File: src/rtl/sseg_scan_ctrl.sv
// Scan scheduler for a 4-digit multiplexed 7-segment display.
// Blanked digit slots, 16-level PWM, double-buffered frame patterns.
module sseg_scan_ctrl #(
  parameter int unsigned CLK_DIV   = 25_000,
  parameter int unsigned BLANK_CYC = 256
) (
  input  logic        i_clk,
  input  logic        i_rst_n,
  input  logic        i_en,
  input  logic [3:0]  i_bright,
  input  logic        i_wr_valid,
  input  logic [31:0] i_wr_data,
  output logic        o_wr_ready,
  output logic [3:0]  o_ldsel,
  output logic [7:0]  o_sseg_n,
  output logic        o_frame_tick
);

  localparam int unsigned ON_STEP = (CLK_DIV - BLANK_CYC) / 16;
  localparam int unsigned CW      = $clog2(CLK_DIV);
  localparam logic [CW-1:0] CNT_LAST = CW'(CLK_DIV - 1);

  logic [CW-1:0] cnt_q, cnt_d;
  logic [1:0]    dig_q, dig_d;
  logic [3:0]    bright_q, bright_d;
  logic [31:0]   active_q, active_d;
  logic [31:0]   shadow_q, shadow_d;
  logic          pending_q, pending_d;
  logic [3:0]    ldsel_q, ldsel_d;
  logic [7:0]    sseg_q, sseg_d;
  logic          tick_q, tick_d;

  logic          slot_end;
  logic          boundary;
  logic          lit;
  logic [31:0]   cnt_w;
  logic [31:0]   on_end;

  // Slot timing, PWM window, buffer handoff and next output values
  always_comb begin
    cnt_d     = cnt_q;
    dig_d     = dig_q;
    bright_d  = bright_q;
    active_d  = active_q;
    shadow_d  = shadow_q;
    pending_d = pending_q;
    ldsel_d   = 4'b0000;
    sseg_d    = 8'hFF;
    tick_d    = 1'b0;

    slot_end = (cnt_q == CNT_LAST);
    boundary = i_en && slot_end && (dig_q == 2'd3);

    cnt_w  = 32'(cnt_q);
    on_end = BLANK_CYC + (32'(bright_q) + 32'd1) * ON_STEP;
    lit    = i_en && (cnt_w >= BLANK_CYC) && (cnt_w < on_end);

    if (!i_en) begin
      cnt_d = '0;
      dig_d = 2'd0;
    end else if (slot_end) begin
      cnt_d = '0;
      dig_d = dig_q + 2'd1;
    end else begin
      cnt_d = cnt_q + CW'(1);
    end

    // Brightness only changes at a slot start so a slot never splits
    if (cnt_q == '0) begin
      bright_d = i_bright;
    end

    // Accept and transfer are exclusive: one needs pending low, the other high
    if (i_wr_valid && !pending_q) begin
      shadow_d  = i_wr_data;
      pending_d = 1'b1;
    end else if (pending_q && (boundary || !i_en)) begin
      active_d  = shadow_q;
      pending_d = 1'b0;
    end

    if (lit) begin
      ldsel_d = 4'b0001 << dig_q;
      sseg_d  = active_q[{dig_q, 3'b000} +: 8];
    end
    tick_d = boundary;
  end

  // State and registered display outputs
  always_ff @(posedge i_clk or negedge i_rst_n) begin
    if (!i_rst_n) begin
      cnt_q     <= '0;
      dig_q     <= 2'd0;
      bright_q  <= 4'd0;
      active_q  <= 32'hFFFF_FFFF;
      shadow_q  <= 32'hFFFF_FFFF;
      pending_q <= 1'b0;
      ldsel_q   <= 4'b0000;
      sseg_q    <= 8'hFF;
      tick_q    <= 1'b0;
    end else begin
      cnt_q     <= cnt_d;
      dig_q     <= dig_d;
      bright_q  <= bright_d;
      active_q  <= active_d;
      shadow_q  <= shadow_d;
      pending_q <= pending_d;
      ldsel_q   <= ldsel_d;
      sseg_q    <= sseg_d;
      tick_q    <= tick_d;
    end
  end

  assign o_wr_ready   = ~pending_q;
  assign o_ldsel      = ldsel_q;
  assign o_sseg_n     = sseg_q;
  assign o_frame_tick = tick_q;

endmodule

File: config.mk
export PLATFORM = sky130hd
export DESIGN_NAME = sseg_scan_ctrl
export DESIGN_NICKNAME = d
export VERILOG_FILES = /design/src/rtl/sseg_scan_ctrl.sv
export SDC_FILE = /design/constraint.sdc
export NUM_CORES = 1
export LEC_CHECK = 0
export ABC_AREA = 0
export CAP_MARGIN = 40
export CORE_MARGIN = 1.5
export CORE_UTILIZATION = 50
export CTS_CLUSTER_DIAMETER = 200
export CTS_CLUSTER_SIZE = 8
export DETAILED_ROUTE_END_ITERATION = 8
export PLACE_DENSITY = 0.74
export SYNTH_ARGS = -nofsm -noshare
export SYNTH_HDL_FRONTEND = slang
export SYNTH_SLANG_ARGS = --single-unit
File: constraint.sdc
create_clock -name i_clk -period 4.2 [get_ports i_clk]
set_input_delay 1.26 -clock i_clk [delete_from_list [all_inputs] [get_ports i_clk]]
set_output_delay 1.26 -clock i_clk [all_outputs]
set_load 0.02 [all_outputs]
Word level (Yosys, flattened, before mapping)
Cells that the tools add are included.
W data, S select, Z words.
- bits in registers: 99
- latch bits: 0
- bits in writable memories: 0
- bits in read-only memories: 0
- input port bits: 40
- output and inout port bits: 14
- logic and storage cells: 43
- memories: 0
- $add $sub $neg: 4
- multipliers: 1
- div/mod/pow operators: 0
- magnitude comparators: 2
- equal/unequal tests: 3
- shifts and indexed selects: 2
- muxes and demuxes: 8
- bitwise operators: 2
- reductions and logical operators: 12
- operator list (kind ; number):
    $shiftx A32 B6 Y8 ; 1
    $mux W15 ; 2
    $add A9 B16 Y17 const A ; 1
    $lt A15 B17 Y1 ; 1
    $add A15 B1 Y15 const B ; 1
    $eq A15 B15 Y1 const B ; 1
    $ge A15 B9 Y1 const B ; 1
    $logic_not A15 Y1 ; 1
    $mul A5 B10 Y15 const B ; 1
    $mux W8 ; 1
    $logic_and A1 B1 Y1 ; 6
    $add A4 B1 Y5 const B ; 1
    $mux W2 ; 2
    $mux W4 ; 1
    $shl A1 B2 Y4 const A ; 1
    $add A2 B1 Y2 const B ; 1
    $eq A2 B2 Y1 const B ; 1
    $logic_not A1 Y1 ; 2
    $mux W1 ; 2
    $ne A2 B1 Y1 const B ; 1
    $not A1 Y1 ; 2
    $reduce_and A2 Y1 ; 1
    $reduce_bool A2 Y1 ; 1
    $logic_or A1 B1 Y1 ; 1

Depth between registers and ports, before layout
- depth in word-level cells: 7
- mapped depth: 21
- mapped depth without buffers: 19

Worst setup path after synthesis
OpenSTA, ideal clock, no wires.
- path type: register to register
- start point: reg bright_q[0]
- end point: reg ldsel_q[1] (netlist: o_ldsel[1])
- library setup time: 0.120 ns
- data arrival time: 4.277 ns
- required time: 4.080 ns
- setup slack: -0.197 ns
- stages on the path, launching flop included: 21
- path buffers: 2
- clock period less this slack: 4.397 ns
- path through: dfrtp_1 buf_6 nand3_1 xor2_1 inv_1 ha_1 ha_1 ha_1 nand2b_1 or4_1 o221ai_1 nand4b_1 xnor2_1 ha_1 nand3_1 nor2_1 o2111ai_1 nor3b_1 or3_4 buf_6 and4_1
- cells in the longest elaborated chain, start to end: 6
- ends and longest elaborated chain (element ; RTL line ; text):
    start, declared ; 25 ; logic [3:0] bright_q, bright_d;
    start signal, assigned ; 104 ; bright_q <= bright_d;
    $add A4 B1 Y5 ; 55 ; on_end = BLANK_CYC + (32'(bright_q) + 32'd1) * ON_STEP;
    $mul A5 B10 Y15 ; 55 ;
    $add A9 B16 Y17 ; 55 ;
    $lt A15 B17 Y1 ; 56 ; lit = i_en && (cnt_w >= BLANK_CYC) && (cnt_w < on_end);
    $logic_and A1 B1 Y1 ; 56 ;
    $mux W4 ; 82 ; if (lit) begin
    named net ldsel_d[1] ; 29 ; logic [3:0] ldsel_q, ldsel_d;
    end signal, assigned ; 108 ; ldsel_q <= ldsel_d;
    end, declared ; 29 ;
The timed path passes the listed nets, and every way through them passes these cells.
A chain may end at the register's enable or synchronous reset.

Worst setup path in the final report
- start point: reg bright_q[1]
- end point: reg ldsel_q[0] (netlist: o_ldsel[0])
Same word-level chain as after synthesis.

==> flow_metrics.tcl <==
set metrics [dict create \
    worst-setup-path-type "reg -> reg" \
    synth.distinct_cells 50 \
    synthMuxAreaShare_pct 18.7 \
    fin_crit_ns 4.24 \
    clk_pin_slew_ns 0.11 \
    path_cells "ha_4, and3_4, buf_6, ha_4, ha_4, ha_4, nand2b_4, or4_4, o221ai_4, nand4b_1, xnor2_1, ha_1, nand3_2, nor2_2, o2111ai_2, nor3b_2, or3_4, and4_1" \
    hp-class "reg -> reg" \
    peakVddDrop_mv 0.323 \
    p_leak_nw 2.68 \
    grt_remaining_overflow 0 \
    place_hpwl_mm 7.25 \
    required_ns 4.47 \
    placedCellCount 601 \
    post-route-drc-count 0 \
    syn_avg_cell_area_um2 12.6 \
    finalHoldViolCount 0 \
    rsz0062_at_grt "yes" \
    yosys_warnings 0 \
    first_iter_violations 129 \
    yosysSeqAreaShare_pct 49.8 \
    reg2reg_depth 18 \
    final_nets 572 \
    rrSetupSlack_ns -0.04 \
    antenna_found_initial 0 \
    critPathLaunchType "register" \
    yosys-top-cells-area "dfstp_2 37%, mux2_2 15%, dfrtp_1 13%" \
    cap_viol_max_count 0 \
    fin_cells 633 \
    cts_made_buffers 9 \
    rr_endpoint "o_ldsel[0]$_DFF_PN0_" \
    cp_common_cell "ha_4" \
    io_pins 54 \
    postLayoutCellArea_um2 6660 \
    placed_area_um2 6120 \
    cp_top_family "simple AND/OR/NAND/NOR gates" \
    die-area_um2 10900 \
    track_usage_pct 20.7 \
    synth_compound_area_share_pct 3.47 \
    r2r-start "bright_q[1]$_DFFE_PN0N_" \
    whs_path_depth 1 \
    pwr_density_cell_nw_per_um2 534 \
    synthFlopType "dfstp_2" \
    synth_xor_area_share_pct 4.42 \
    start_util_pct 52.0 \
    startpoint "bright_q[1]$_DFFE_PN0N_" \
    tightest_slew_ns 0.655 \
    hold_ws_ns 0.495 \
    grt_pass1_vias 3647 \
    critical_path.max_stage_delay_ns 0.46 \
    fin_crit_sh_pct 101 \
    cp_num_buf_inv 1 \
    worst_path_max_delay_cell "dfrtp_2" \
    coreArea_um2 9910 \
    skew_ns 0.0103 \
    grt_pass1_wl_mm 17.9 \
    rows 36 \
    max_freq_ghz 0.236 \
    synth_top_family_by_area "multiplexers" \
    dieHeight_um 105 \
    drt_wl_total_mm 10.7 \
    vias_per_cell 5.45 \
    syn_nets 486 \
    hold_buffers 0 \
    maxSlewHeadroom_pct 56.3 \
    htreeDepth 3 \
    synthArstFlopShare_pct 100 \
    synth_edf_count 0 \
    synthAdderAreaFrac_pct 8.98 \
    cts_tree "built" \
    synthesis.area_um2 5160 \
    vias 3449 \
    synthCells 409 \
    cts.sink_count 99 \
    hold_end "cnt_q[0]$_DFF_PN0_" \
    crit_arrival_ns 4.50 \
    area.growth.synth_to_final_pct 29.2 \
    ys_seq_elements 99 \
    synthSimpleGateAreaFrac_pct 12.2 \
    end_kind "register" \
    gp_congestion 0.840 \
    setup_ws_ns -0.0358 \
    root_buffer "clkbuf_8" \
    dr.pass1.iters 4 \
    setup_viol 6 \
    port_buffers 53 \
    drv_slew 0 \
    status "finished, violations left" \
    grt_start_max_net_pins 72 \
    fp.dieW_um 105 \
    routedWlPerCell_um 17.0 \
    synth_area_leader_cell "dfstp_2" \
    hold_path.startpoint "cnt_q[0]$_DFF_PN0_" \
    cts_buffer_depth 2 \
    violations "negative setup slack" \
    ant_nets 0 \
    diodes 0 \
    crit_fanout 5 \
    clk_latency_ns 0.38 \
    drive_gt1_share_pct 51.2 \
    synth_top_area_share_pct 36.7 \
]
## routing by layer
| layer | vias up | GRT usage (%) | wire, µm |
|---|---|---|---|
| li1 | 1641 | - | - |
| met1 | 1718 | 27.9 | 5010 |
| met2 | 67 | 32.1 | 5090 |
| met3 | 23 | 6.11 | 438 |
| met4 | 0 | 6.85 | 213 |
| met5 | - | 0 | 0 |
## cell usage in the layout (no fill, tap or decap), drive strengths merged, types with 2 or more instances in the layout
cell type and instances:
inv 21, or2 2, a21oi 10, o21ai 4
clkbuf 9, nor2b 4, nand2 15, dfrtp 27
nor2 28, xor2 13, mux2i 2, mux2 68
mux4 8, nor4 4, nand3 20, xnor2 13
nor3b 2, buf 36, or4 5, ha 37
and4 5, nand4 4, dfstp 72, nand4b 2
and3 4, nor3 2, and2 4, clkdlybuf4s50 52
nand2b 4, or3 6
## through the flow
stage           TNS, ns  setup WS [ns]  total power, mW  utilization [%]
2_1_floorplan         0        0.00190             2.32                -
3_3_place_gp     -0.746        -0.0785             2.62             61.4
3_5_place_dp      -2.82         -0.275             2.69             61.7
4_1_cts        -0.00497       -0.00180             3.38             65.6
5_1_grt           -1.14         -0.124             3.79             67.2
6_report        -0.0778        -0.0358             3.56             67.2
## what timing repair did
item	4_1_cts	5_1_grt
gates cloned	0	0
pin swaps	17	20
setup endpoints to repair	12	12
resized for setup	24	24
setup buffers	11	5
## worst max-delay path by stage
stage	endpoint	slack, ns	depth (start not counted)
6_report	o_ldsel[0]$_DFF_PN0_	-0.04	18
5_1_grt	o_ldsel[0]$_DFF_PN0_	-0.12	19
4_1_cts	o_ldsel[0]$_DFF_PN0_	-0.002	19
3_5_place_dp	o_sseg_n[6]$_DFF_PN1_	-0.27	18
3_3_place_gp	o_ldsel[3]$_DFF_PN0_	-0.08	18
2_1_floorplan	o_ldsel[1]$_DFF_PN0_	0.002	20
## report_power, final
part	internal (mW)	total (mW)	switching (mW)
clock	0.232	0.597	0.364
combinational	0.824	1.50	0.681
sequential	1.33	1.46	0.130
total	2.38	3.56	1.18
## cell families after synthesis
| family | Yosys count |
|---|---|
| AOI/OAI and AO/OA | 27 |
| xor gates and xnor gates | 26 |
| adders and majority gates | 37 |
| buffers and inverters | 29 |
| DFF | 99 |
| muxes | 78 |
| and+or+nand+nor | 113 |
## layout make-up
cell class	count	area (µm²)
Inverter	16	62.6
Clock buffer	9	124
Timing Repair Buffer	88	830
Sequential cell	99	2570
Fill cell	719	3250
Multi-Input combinational cell	281	2840
Clock inverter	7	67.6
Tap cell	133	166
## flip-flops by register name, indices dropped and copies added, names as in the netlist
name          flops
o_frame_tick      1
active_q         32
pending_q         1
o_ldsel           4
bright_q          4
dig_q             2
o_sseg_n          8
shadow_q         32
cnt_q            15
## worst reg2reg max path, stage by stage (launching register included)
cell and delay [ns]:
dfrtp_2 0.46, ha_4 0.20, and3_4 0.20, buf_6 0.12, ha_4 0.27, ha_4 0.20, ha_4 0.22, nand2b_4 0.14
or4_4 0.43, o221ai_4 0.09, nand4b_1 0.20, xnor2_1 0.17, ha_1 0.31, nand3_2 0.08, nor2_2 0.12, o2111ai_2 0.12
nor3b_2 0.19, or3_4 0.36, and4_1 0.22
## Yosys cell counts (2+ instances only)
cell	n
nand2_1	15
mux2i_1	2
nand3_1	20
dfrtp_1	27
and4_1	5
clkbuf_1	4
nand4_1	4
mux4_2	8
nand2b_1	4
buf_1	6
xor2_1	13
o21ai_0	4
and3_1	3
a21oi_1	10
dfstp_2	72
nand4b_1	2
nor3_1	2
or2_2	2
nor2b_1	4
nor4_1	3
and2_1	4
nor2_1	28
mux2_2	68
xnor2_1	13
nor3b_1	2
buf_6	2
or3_1	4
ha_1	37
or3_4	2
inv_1	16
or4_1	4
No activity file was read; power rests on OpenSTA's default activity.
